$ cat config.mk
export PLATFORM = sky130hd
export DESIGN_NAME = pc_fetch_unit
export DESIGN_NICKNAME = d
export VERILOG_FILES = /design/src/rtl/mips_fetch_pkg.sv /design/src/rtl/pc_next_calc.sv /design/src/rtl/pc_fetch_unit.sv
export SDC_FILE = /design/constraint.sdc
export NUM_CORES = 1
export LEC_CHECK = 0
export CAP_MARGIN = 20
export CORE_ASPECT_RATIO = 1.2
export CORE_MARGIN = 5
export CORE_UTILIZATION = 29
export DETAILED_ROUTE_END_ITERATION = 10
export GPL_TIMING_DRIVEN = 1
export PLACE_DENSITY = 0.69
export SYNTH_ARGS = -nofsm -noshare
export SYNTH_HDL_FRONTEND = slang
export SYNTH_HIERARCHICAL = 1
export SYNTH_SLANG_ARGS = --single-unit
$ cat constraint.sdc
create_clock -name clk -period 3.3 [get_ports clk]
set_input_delay 0.33 -clock clk [delete_from_list [all_inputs] [get_ports clk]]
set_output_delay 0.33 -clock clk [all_outputs]
set_load 0.05 [all_outputs]
$ cat src/rtl/mips_fetch_pkg.sv
// Shared types and constants for the MIPS fetch stage.
// Optional feature macro: FETCH_ALIGN_CHECK_EN (misaligned-target trap).
package mips_fetch_pkg;

    localparam int INST_W = 32;
    localparam int JIDX_W = 26;

    localparam logic [31:0] RESET_PC_DEFAULT = 32'h0000_0000;
    localparam logic [31:0] ALIGN_MASK       = 32'hFFFF_FFFC;

    typedef enum logic [1:0] {
        ST_BOOT  = 2'd0,
        ST_REQ   = 2'd1,
        ST_ISSUE = 2'd2,
        ST_FAULT = 2'd3
    } fetch_state_t;

    // j/jal keep the top nibble of the delay-slot address.
    function automatic logic [31:0] jump_target(input logic [3:0]        pc4_hi,
                                                input logic [JIDX_W-1:0] idx);
        return {pc4_hi, idx, 2'b00};
    endfunction

endpackage

$ cat src/rtl/pc_next_calc.sv
// Combinational next-PC selection: jr > jump > taken branch > sequential.
// With FETCH_ALIGN_CHECK_EN the raw target is passed through and flagged; otherwise it is word-aligned.
module pc_next_calc
    import mips_fetch_pkg::*;
(
    input  logic [31:0]       i_pc_plus4,
    input  logic              i_jr,
    input  logic [31:0]       i_jr_target,
    input  logic              i_jump,
    input  logic [JIDX_W-1:0] i_jump_index,
    input  logic              i_branch_taken,
    input  logic [31:0]       i_branch_imm,
    output logic [31:0]       o_next_pc,
    output logic              o_misaligned
);

    logic [31:0] w_target;

    always_comb begin
        w_target = i_pc_plus4;
        if (i_jr) begin
            w_target = i_jr_target;
        end else if (i_jump) begin
            w_target = jump_target(i_pc_plus4[31:28], i_jump_index);
        end else if (i_branch_taken) begin
            // Word offset; the 32-bit add wraps silently.
            w_target = i_pc_plus4 + (i_branch_imm << 2);
        end
    end

`ifdef FETCH_ALIGN_CHECK_EN
    assign o_next_pc = w_target;
`else
    assign o_next_pc = w_target & ALIGN_MASK;
`endif

    assign o_misaligned = (o_next_pc[1:0] != 2'b00);

endmodule

$ cat src/rtl/pc_fetch_unit.sv
// PC register and instruction-fetch FSM (BOOT -> REQ -> ISSUE) with req/ready memory handshake.
// Optional macro FETCH_ALIGN_CHECK_EN adds a sticky FAULT state for misaligned targets.
module pc_fetch_unit
    import mips_fetch_pkg::*;
#(
    parameter logic [31:0] RESET_PC = RESET_PC_DEFAULT,
    parameter int          ADDR_W   = 32
) (
    input  logic              clk,
    input  logic              rst,
    output logic              imem_req,
    output logic [ADDR_W-1:0] imem_addr,
    input  logic              imem_ready,
    input  logic [INST_W-1:0] imem_rdata,
    output logic [INST_W-1:0] inst,
    output logic              inst_valid,
    output logic [ADDR_W-1:0] pc,
    output logic [ADDR_W-1:0] pc_plus4,
    input  logic              stall,
    input  logic              branch_taken,
    input  logic [ADDR_W-1:0] branch_imm,
    input  logic              jump,
    input  logic [JIDX_W-1:0] jump_index,
    input  logic              jr,
    input  logic [ADDR_W-1:0] jr_target,
    output logic              addr_fault
);

    fetch_state_t      r_state;
    fetch_state_t      w_state_nxt;
    logic [ADDR_W-1:0] r_pc;
    logic [INST_W-1:0] r_inst;
    logic              r_inst_valid;
    logic [ADDR_W-1:0] w_pc_plus4;
    logic [ADDR_W-1:0] w_next_pc;
    logic              w_misaligned;
    logic              w_fault;
    logic              w_release;

    assign w_pc_plus4 = r_pc + 32'd4;
    assign w_release  = (r_state == ST_ISSUE) && !stall;

    pc_next_calc u_next (
        .i_pc_plus4     (w_pc_plus4),
        .i_jr           (jr),
        .i_jr_target    (jr_target),
        .i_jump         (jump),
        .i_jump_index   (jump_index),
        .i_branch_taken (branch_taken),
        .i_branch_imm   (branch_imm),
        .o_next_pc      (w_next_pc),
        .o_misaligned   (w_misaligned)
    );

    // Without the align check, next_pc is already aligned so this stays low.
    assign w_fault = w_misaligned;

    always_comb begin
        w_state_nxt = r_state;
        case (r_state)
            ST_BOOT:  w_state_nxt = ST_REQ;
            ST_REQ:   if (imem_ready) w_state_nxt = ST_ISSUE;
            ST_ISSUE: if (!stall) w_state_nxt = w_fault ? ST_FAULT : ST_REQ;
`ifdef FETCH_ALIGN_CHECK_EN
            ST_FAULT: w_state_nxt = ST_FAULT;
`endif
            default:  w_state_nxt = ST_BOOT;
        endcase
    end

    always_ff @(posedge clk or posedge rst) begin
        if (rst) begin
            r_state      <= ST_BOOT;
            r_pc         <= RESET_PC;
            r_inst       <= '0;
            r_inst_valid <= 1'b0;
        end else begin
            r_state <= w_state_nxt;
            if ((r_state == ST_REQ) && imem_ready) begin
                r_inst       <= imem_rdata;
                r_inst_valid <= 1'b1;
            end
            if (w_release) begin
                r_inst_valid <= 1'b0;
                if (!w_fault) r_pc <= w_next_pc;
            end
        end
    end

`ifdef FETCH_ALIGN_CHECK_EN
    logic r_addr_fault;

    always_ff @(posedge clk or posedge rst) begin
        if (rst) begin
            r_addr_fault <= 1'b0;
        end else if (w_release && w_fault) begin
            r_addr_fault <= 1'b1;
        end
    end

    assign addr_fault = r_addr_fault;
`else
    assign addr_fault = 1'b0;
`endif

    // Request is decoded from state so an async reset drops it immediately.
    assign imem_req   = (r_state == ST_REQ);
    assign imem_addr  = r_pc;
    assign inst       = r_inst;
    assign inst_valid = r_inst_valid;
    assign pc         = r_pc;
    assign pc_plus4   = w_pc_plus4;

endmodule
==> impl_metrics.yaml, run 1 <==
place:
  place.gp.congestion: 0.911
  port_buffers: 254
  hpwlAfterDp_mm: 18.3
final_layout:
  finish.utilization_pct: 56.1
  final_layout_size_suffix_gt1_share_pct: 41.6
  antenna_cells: 0
  layout-area-overhead-vs-synth_pct: 92.2
  layout.nets: 1214
  fillers: 1780
floorplanning:
  core_um2: 20100
  die_x_um: 140
  floorplan.die.height_um: 166
  design.die.area_um2: 23200
  floorplan.initialDensity_pct: 29.2
  rows: 57
  floorplan.io_pins: 260
global_routing:
  grt_max_degree: 35
  groute.usage.overall_pct: 19.0
  grt_pass1_vias: 7030
  antenna_found_initial: 0
  grt.overflow.total: 0
  grt_first_pass_wirelength_mm: 36.1
critical_path:
  critPathTopFamily: "compound AO/OA/AOI/OAI gates"
  cp.buffers_inverters: 4
  endpoint_kind: "flip-flop"
  worst-endpoint-arrival_ps: 3780
  cp_slowest_stage_delay_ps: 470
  cp.depth: 18
  start_kind: "flip-flop"
  cp_slowest_cell: "sky130_fd_sc_hd__a2111oi_4"
  critPathRequiredTime_ps: 3500
  r2r_depth: 18
  worst-path-max-fanout: 4
  critPathKind: "reg2reg"
  critical_path.reg2reg.endpoint: "imem_addr[29]"
  r2r_setup_slack_ps: -280
  path_cells: "buf_6 -> nand4_4 -> buf_6 -> buf_12 -> nor2_4 -> nand2_2 -> xnor2_4 -> ha_4 -> a21oi_2 -> nand2_2 -> a21oi_4 -> a211oi_4 -> a2111oi_4 -> buf_4 -> nor3b_4 -> o21ai_0 -> nand3_2 -> mux2_4"
  r2r_start: "imem_addr[6]"
timing:
  final_period_minus_worst_setup_slack_ps: 3580
  worst_hold_slack_after_final_layout_ps: 307
  max_slew.worst_pin.slew_ps: 867
  final_worst_path_setup_slack_ps: -277
  setup_viol_count_final: 16
  finalHoldViolCount: 0
  maxClockFrequency_mhz: 280
  rsz0062_at_grt: "yes"
  finalSetupTns_ps: -2140
  final-max-slew-violation-count: 0
  maxSlewHeadroom_pct: 42.0
  final.setup_skew_ps: 8.94
  final.period_utilization_pct: 108
yosys:
  avgSynthCellArea_um2: 8.89
  synth_edf_count: 0
  yosysUniqueCellTypes: 63
  yosys_register_bits: 67
  async_reset_ff_share_pct: 100
  postSynth.topFlopCell: "sky130_fd_sc_hd__dfrtp_1"
  yosysSeqAreaShare_pct: 28.5
  synthesis.instances: 661
  synth.yosys.warnings: 6
  synth.cell_area_um2: 5870
power_and_ir_drop:
  leakage_nw: 4.72
  power_density_cells_nw_per_um2: 1170
  vdd_ir_drop_max_uv: 835
clock_tree:
  cts-buffers-inserted: 9
  cts-hold-fix-buffers: 0
  clkTransAtPathRegs_ps: 60
  clock_sink_count: 67
  worst_skew_pair.late_latency_ps: 330
  ctsRootBufferMaster: "sky130_fd_sc_hd__clkbuf_16"
  cts_htree_levels: 3
  cts_tree: "done"
  clockBufferDepth: 2
detailed_routing:
  drt-wirelength-per-cell_um: 17.5
  drtAntennaViolNets: 0
  via_per_inst: 4.91
  vias: 6496
  detailedRoute.firstIterationViolations: 248
  drt_drc_violations_left: 0
  routed_wl_mm: 23.2
  drtPass1Iterations: 4
outcome:
  outcome: "finished, violations left"
  violations_in_the_final_reports: "setup timing"
worst_hold_path:
  min_path_type: "in2async"
job:
  drv.max_cap_violation_count: 0
## synthesized netlist by cell type (all sizes together), types with 2 or more instances
master	count	share of area [%]
a2111oi	2	0.62
a211oi	9	1.2
a21o	14	1.8
a21oi	49	4.2
a221oi	2	0.40
a31oi	11	1.2
a41oi	2	0.30
and2	3	0.32
and3	9	0.96
and4	4	0.60
buf	47	5.8
clkbuf	22	1.4
conb	2	0.13
dfrtp	67	29
ha	30	6.4
inv	14	0.89
mux2	70	13
mux2i	10	1.7
nand2	49	3.1
nand2b	9	0.96
nand3	21	1.8
nand3b	4	0.51
nand4	16	2.0
nor2	36	2.3
nor2b	13	1.4
nor3	14	1.7
nor3b	3	0.38
nor4	5	0.53
o211ai	3	0.38
o21a	2	0.26
o21ai	38	3.3
o21bai	5	0.64
o22ai	8	0.85
o311ai	2	0.30
o31ai	6	0.85
or2	2	0.21
or3	2	0.21
xnor2	40	6.0
xor2	6	0.89
## cell type report
cell class,instances,area (um2),area share [%]
Clock buffer,10,239,2.12
Timing Repair Buffer,449,4060,35.9
Sequential cell,67,1700,15.0
Tap cell,265,332,2.94
Multi-Input combinational cell,513,4830,42.8
Inverter,14,56.3,0.499
Clock inverter,6,72.6,0.643
## state kept, by name, indices dropped and copies added, names as in the netlist
name	flops
inst_valid	1
inst	32
imem_addr	32
r_state	2
## per-layer routing
metal | up-vias | track usage (%) | wire [um]
li1 | 3155 | - | -
met1 | 3103 | 21.6 | 9200
met2 | 194 | 35.0 | 12100
met3 | 44 | 4.15 | 1170
met4 | 0 | 6.53 | 735
met5 | - | 0 | 0
## timing repair
| action | in CTS | in global routing |
|---|---|---|
| pin swaps | 45 | 49 |
| setup endpoints to repair | 18 | 22 |
| gates resized for setup | 67 | 60 |
| buffers inserted | 19 | 14 |
## logic make-up (layout without fill, tap and decap cells)
family / after synthesis / after routing / share of synthesized area, %
flip-flops: 67 / 67 / 28.5
multiplexers: 80 / 80 / 15.1
AO/OA/AOI/OAI: 160 / 160 / 17.3
XOR/XNOR: 46 / 46 / 6.86
other: 2 / 4 / 0.128
buffers and inverters: 83 / 479 / 8.05
adder cells (fa/ha/maj): 31 / 31 / 6.73
AND/OR/NAND/NOR: 192 / 192 / 17.2
## how the worst max path moves through the flow
| stage | from | endpoint | slack [ps] |
|---|---|---|---|
| 6_report | imem_addr[6] | imem_addr[29] | -280 |
| 3_3_place_gp | imem_addr[3] | imem_addr[23] | -420 |
| 4_1_cts | imem_addr[2] | imem_addr[23] | -210 |
| 2_1_floorplan | imem_addr[3] | imem_addr[29] | -510 |
| 3_5_place_dp | imem_addr[3] | imem_addr[23] | -420 |
| 5_1_grt | imem_addr[3] | imem_addr[29] | -410 |
## worst register-to-register path, cell delays in order (launching register included)
cell and delay [ps]:
sky130_fd_sc_hd__dfrtp_2 390, sky130_fd_sc_hd__buf_6 100, sky130_fd_sc_hd__nand4_4 130, sky130_fd_sc_hd__buf_6 160
sky130_fd_sc_hd__buf_12 120, sky130_fd_sc_hd__nor2_4 100, sky130_fd_sc_hd__nand2_2 100, sky130_fd_sc_hd__xnor2_4 220
sky130_fd_sc_hd__ha_4 240, sky130_fd_sc_hd__a21oi_2 180, sky130_fd_sc_hd__nand2_2 120, sky130_fd_sc_hd__a21oi_4 150
sky130_fd_sc_hd__a211oi_4 80, sky130_fd_sc_hd__a2111oi_4 480, sky130_fd_sc_hd__buf_4 230, sky130_fd_sc_hd__nor3b_4 60
sky130_fd_sc_hd__o21ai_0 220, sky130_fd_sc_hd__nand3_2 120, sky130_fd_sc_hd__mux2_4 270
## placed cells by master, fill, tap and decap left out, drive strengths merged, types with 8 or more instances in the layout
| master | Yosys | routed |
|---|---|---|
| inv | 14 | 14 |
| ha | 30 | 30 |
| clkbuf | 22 | 10 |
| a21oi | 49 | 49 |
| mux2 | 70 | 70 |
| nand3 | 21 | 21 |
| o22ai | 8 | 8 |
| a31oi | 11 | 11 |
| nand2 | 49 | 49 |
| dfrtp | 67 | 67 |
| mux2i | 10 | 10 |
| nand2b | 9 | 9 |
| nor2 | 36 | 36 |
| clkdlybuf4s50 | 0 | 242 |
| xnor2 | 40 | 40 |
| nor3 | 14 | 14 |
| a211oi | 9 | 9 |
| nor2b | 13 | 13 |
| o21ai | 38 | 38 |
| nand4 | 16 | 16 |
| and3 | 9 | 9 |
| a21o | 14 | 14 |
| buf | 47 | 207 |
## power breakdown
group          internal, mW  leakage, nW  switching [mW]
registers              1.25        0.783           0.297
clock network         0.612        0.149           0.382
logic                  4.63         3.78            6.08
total                  6.50         4.72            6.75
## metrics by stage
| step | cells | area, um2 | setup WS (ps) | power [mW] |
|---|---|---|---|---|
| 2_1_floorplan | 663 | 6460 | -512 | 7.79 |
| 3_3_place_gp | 1275 | 10100 | -417 | 11.2 |
| 3_5_place_dp | 1275 | 10100 | -422 | 11.3 |
| 4_1_cts | 1310 | 10900 | -210 | 12.8 |
| 5_1_grt | 1324 | 11300 | -408 | 14.0 |
| 6_report | 1324 | 11300 | -277 | 13.3 |
Power figures use the tool's default switching activity.
==> run 2: changes to the inputs <==
--- a/config.mk
+++ b/config.mk
@@ -9,9 +9,10 @@
 export CORE_ASPECT_RATIO = 1.2
 export CORE_MARGIN = 5
 export CORE_UTILIZATION = 29
+export CTS_CLUSTER_DIAMETER = 100
 export DETAILED_ROUTE_END_ITERATION = 10
 export GPL_TIMING_DRIVEN = 1
-export PLACE_DENSITY = 0.69
+export PLACE_DENSITY = 0.64
 export SYNTH_ARGS = -nofsm -noshare
 export SYNTH_HDL_FRONTEND = slang
 export SYNTH_HIERARCHICAL = 1
==> impl_metrics.yaml, run 2 (synthesis results as in run 1) <==
global_routing:
  grt_first_pass_wirelength_mm: 36.1
  grt_pass1_vias: 6797
  groute.usage.overall_pct: 19.2
  grt_max_degree: 68
  grt.overflow.total: 0
  antenna_found_initial: 0
clock_tree:
  cts_tree: "done"
  ctsRootBufferMaster: "sky130_fd_sc_hd__clkbuf_16"
  clkTransAtPathRegs_ps: 60
  clock_sink_count: 67
  cts_htree_levels: 3
  worst_skew_pair.late_latency_ps: 330
  cts-buffers-inserted: 9
  cts-hold-fix-buffers: 0
  clockBufferDepth: 2
timing:
  final.setup_skew_ps: 6.93
  max_slew.worst_pin.slew_ps: 859
  setup_viol_count_final: 15
  maxSlewHeadroom_pct: 42.8
  final-max-slew-violation-count: 0
  rsz0062_at_grt: "yes"
  final.period_utilization_pct: 105
  final_worst_path_setup_slack_ps: -151
  final_period_minus_worst_setup_slack_ps: 3450
  finalHoldViolCount: 0
  maxClockFrequency_mhz: 290
place:
  port_buffers: 254
  place.gp.congestion: 0.955
  place.detailed.instances: 1264
  hpwlAfterDp_mm: 18.5
outcome:
  outcome: "finished, violations left"
  violations_in_the_final_reports: "setup timing"
detailed_routing:
  drt_drc_violations_left: 0
  routed_wl_mm: 23.3
  drt-wirelength-per-cell_um: 18.0
  detailedRoute.firstIterationViolations: 242
  drtAntennaViolNets: 0
  vias: 6476
  drtPass1Iterations: 4
  via_per_inst: 5.00
floorplanning:
  core_um2: 20100
  rows: 57
  design.die.area_um2: 23200
  die_x_um: 140
  floorplan.die.height_um: 166
  floorplan.io_pins: 260
  floorplan.initialDensity_pct: 29.2
job:
  drv.max_cap_violation_count: 0
final_layout:
  layout.cells.most_common: "sky130_fd_sc_hd__clkdlybuf4s50_1"
  fillers: 1796
  finish.utilization_pct: 55.3
  final_layout_size_suffix_gt1_share_pct: 39.6
  layout-area-overhead-vs-synth_pct: 89.5
  instances_no_fill: 1295
  layout.nets: 1185
  final_cell_mix: "sky130_fd_sc_hd__clkdlybuf4s50_1 (239), sky130_fd_sc_hd__buf_4 (165), sky130_fd_sc_hd__mux2_2 (57)"
  antenna_cells: 0
power_and_ir_drop:
  power_density_cells_nw_per_um2: 1180
  vdd_ir_drop_max_uv: 660
  leakage_nw: 4.59
critical_path:
  worst-path-max-fanout: 6
  endpoint_kind: "flip-flop"
  startpoint: "imem_addr[3]"
  worst-endpoint-arrival_ps: 3730
  r2r_start: "imem_addr[3]"
  start_kind: "flip-flop"
  critPathKind: "reg2reg"
  critPathRequiredTime_ps: 3580
worst_hold_path:
  min_path_type: "in2async"
==> run 2: cell count changes in the layout (fill, tap and decap cells not counted), moves of 4 or more <==
cell / delta
sky130_fd_sc_hd__a21oi_4: +4
sky130_fd_sc_hd__mux2_2: -7
sky130_fd_sc_hd__a21oi_2: -6
sky130_fd_sc_hd__ha_4: +4
sky130_fd_sc_hd__buf_4: -25
sky130_fd_sc_hd__buf_6: -4
sky130_fd_sc_hd__mux2_4: +7
==> run 2: path summary, 6_finish.rpt <==
check	endpoint	slack, ps	cells past startpoint
worst min-delay path	imem_addr[0]	380	3
max in group asynchronous	imem_addr[18]	2580	3
worst max-delay path	imem_addr[29]	-150	17
worst max register to register	imem_addr[29]	-150	17
min in group clk	inst[17]	500	1
worst min register to register	inst[17]	500	1
==> run 2: metal layers <==
| layer | routed length [um] | track usage [%] | vias to the layer above |
|---|---|---|---|
| met5 | 0 | 0 | - |
| met4 | 794 | 8.09 | 0 |
| met3 | 1230 | 3.60 | 49 |
| met2 | 12100 | 34.2 | 228 |
| met1 | 9230 | 22.4 | 3089 |
| li1 | - | - | 3110 |
==> run 2: metrics by stage <==
step           TNS, ps  hold WS [ps]  worst slack [ps]  power, mW  cell area [um2]
3_3_place_gp     -3440           486              -407       11.1            10000
6_report         -1110           383              -151       13.1            11100
5_1_grt          -3660           425              -276       13.8            11100
2_1_floorplan    -8040           426              -512       7.79             6460
4_1_cts           -775           403              -132       12.7            10800
3_5_place_dp     -4390           493              -420       11.2            10000
==> run 2: report_power, final <==
part	internal (mW)	switching (mW)	total (mW)	leakage, nW
sequential	1.25	0.280	1.53	0.783
combinational	4.49	6.07	10.6	3.66
clock	0.598	0.400	0.998	0.149
==> run 2: layout make-up <==
cell class	count	area (um2)	share of cell area, %
clock buffer	9	225	2.02
clock inverter	7	83.8	0.753
inverter	14	55.1	0.495
multi-input combinational	513	4910	44.1
sequential	67	1700	15.3
tap	265	332	2.98
timing repair buffer	420	3820	34.4
==> run 2: worst max-delay path: stages (launching register included) <==
cell and delay, ps:
sky130_fd_sc_hd__dfrtp_2 380, sky130_fd_sc_hd__ha_4 160, sky130_fd_sc_hd__nand4_1 200, sky130_fd_sc_hd__nor2_4 200, sky130_fd_sc_hd__nand2_2 100, sky130_fd_sc_hd__xnor2_4 240, sky130_fd_sc_hd__ha_4 240, sky130_fd_sc_hd__a21oi_4 180
sky130_fd_sc_hd__nand2_4 90, sky130_fd_sc_hd__a21oi_4 150, sky130_fd_sc_hd__a211oi_4 70, sky130_fd_sc_hd__buf_6 130, sky130_fd_sc_hd__a2111oi_4 290, sky130_fd_sc_hd__buf_6 200, sky130_fd_sc_hd__nor3b_4 60, sky130_fd_sc_hd__or4_4 480
sky130_fd_sc_hd__nand3_2 80, sky130_fd_sc_hd__mux2_4 140
==> run 2: timing repair <==
action,4_1_cts,5_1_grt
endpoints found under the setup margin,18,19
pin swaps,39,46
setup buffers,6,9
resized for setup,74,54
hold endpoints to repair,0,0
==> run 3: changes to the inputs <==
--- a/config.mk
+++ b/config.mk
@@ -12,6 +12,7 @@
 export CTS_CLUSTER_DIAMETER = 100
 export DETAILED_ROUTE_END_ITERATION = 10
 export GPL_TIMING_DRIVEN = 1
+export HOLD_SLACK_MARGIN = 0.06
 export PLACE_DENSITY = 0.64
 export SYNTH_ARGS = -nofsm -noshare
 export SYNTH_HDL_FRONTEND = slang
==> results of run 3 <==
The final DEF is identical to that of run 2; final timing and power are the same.
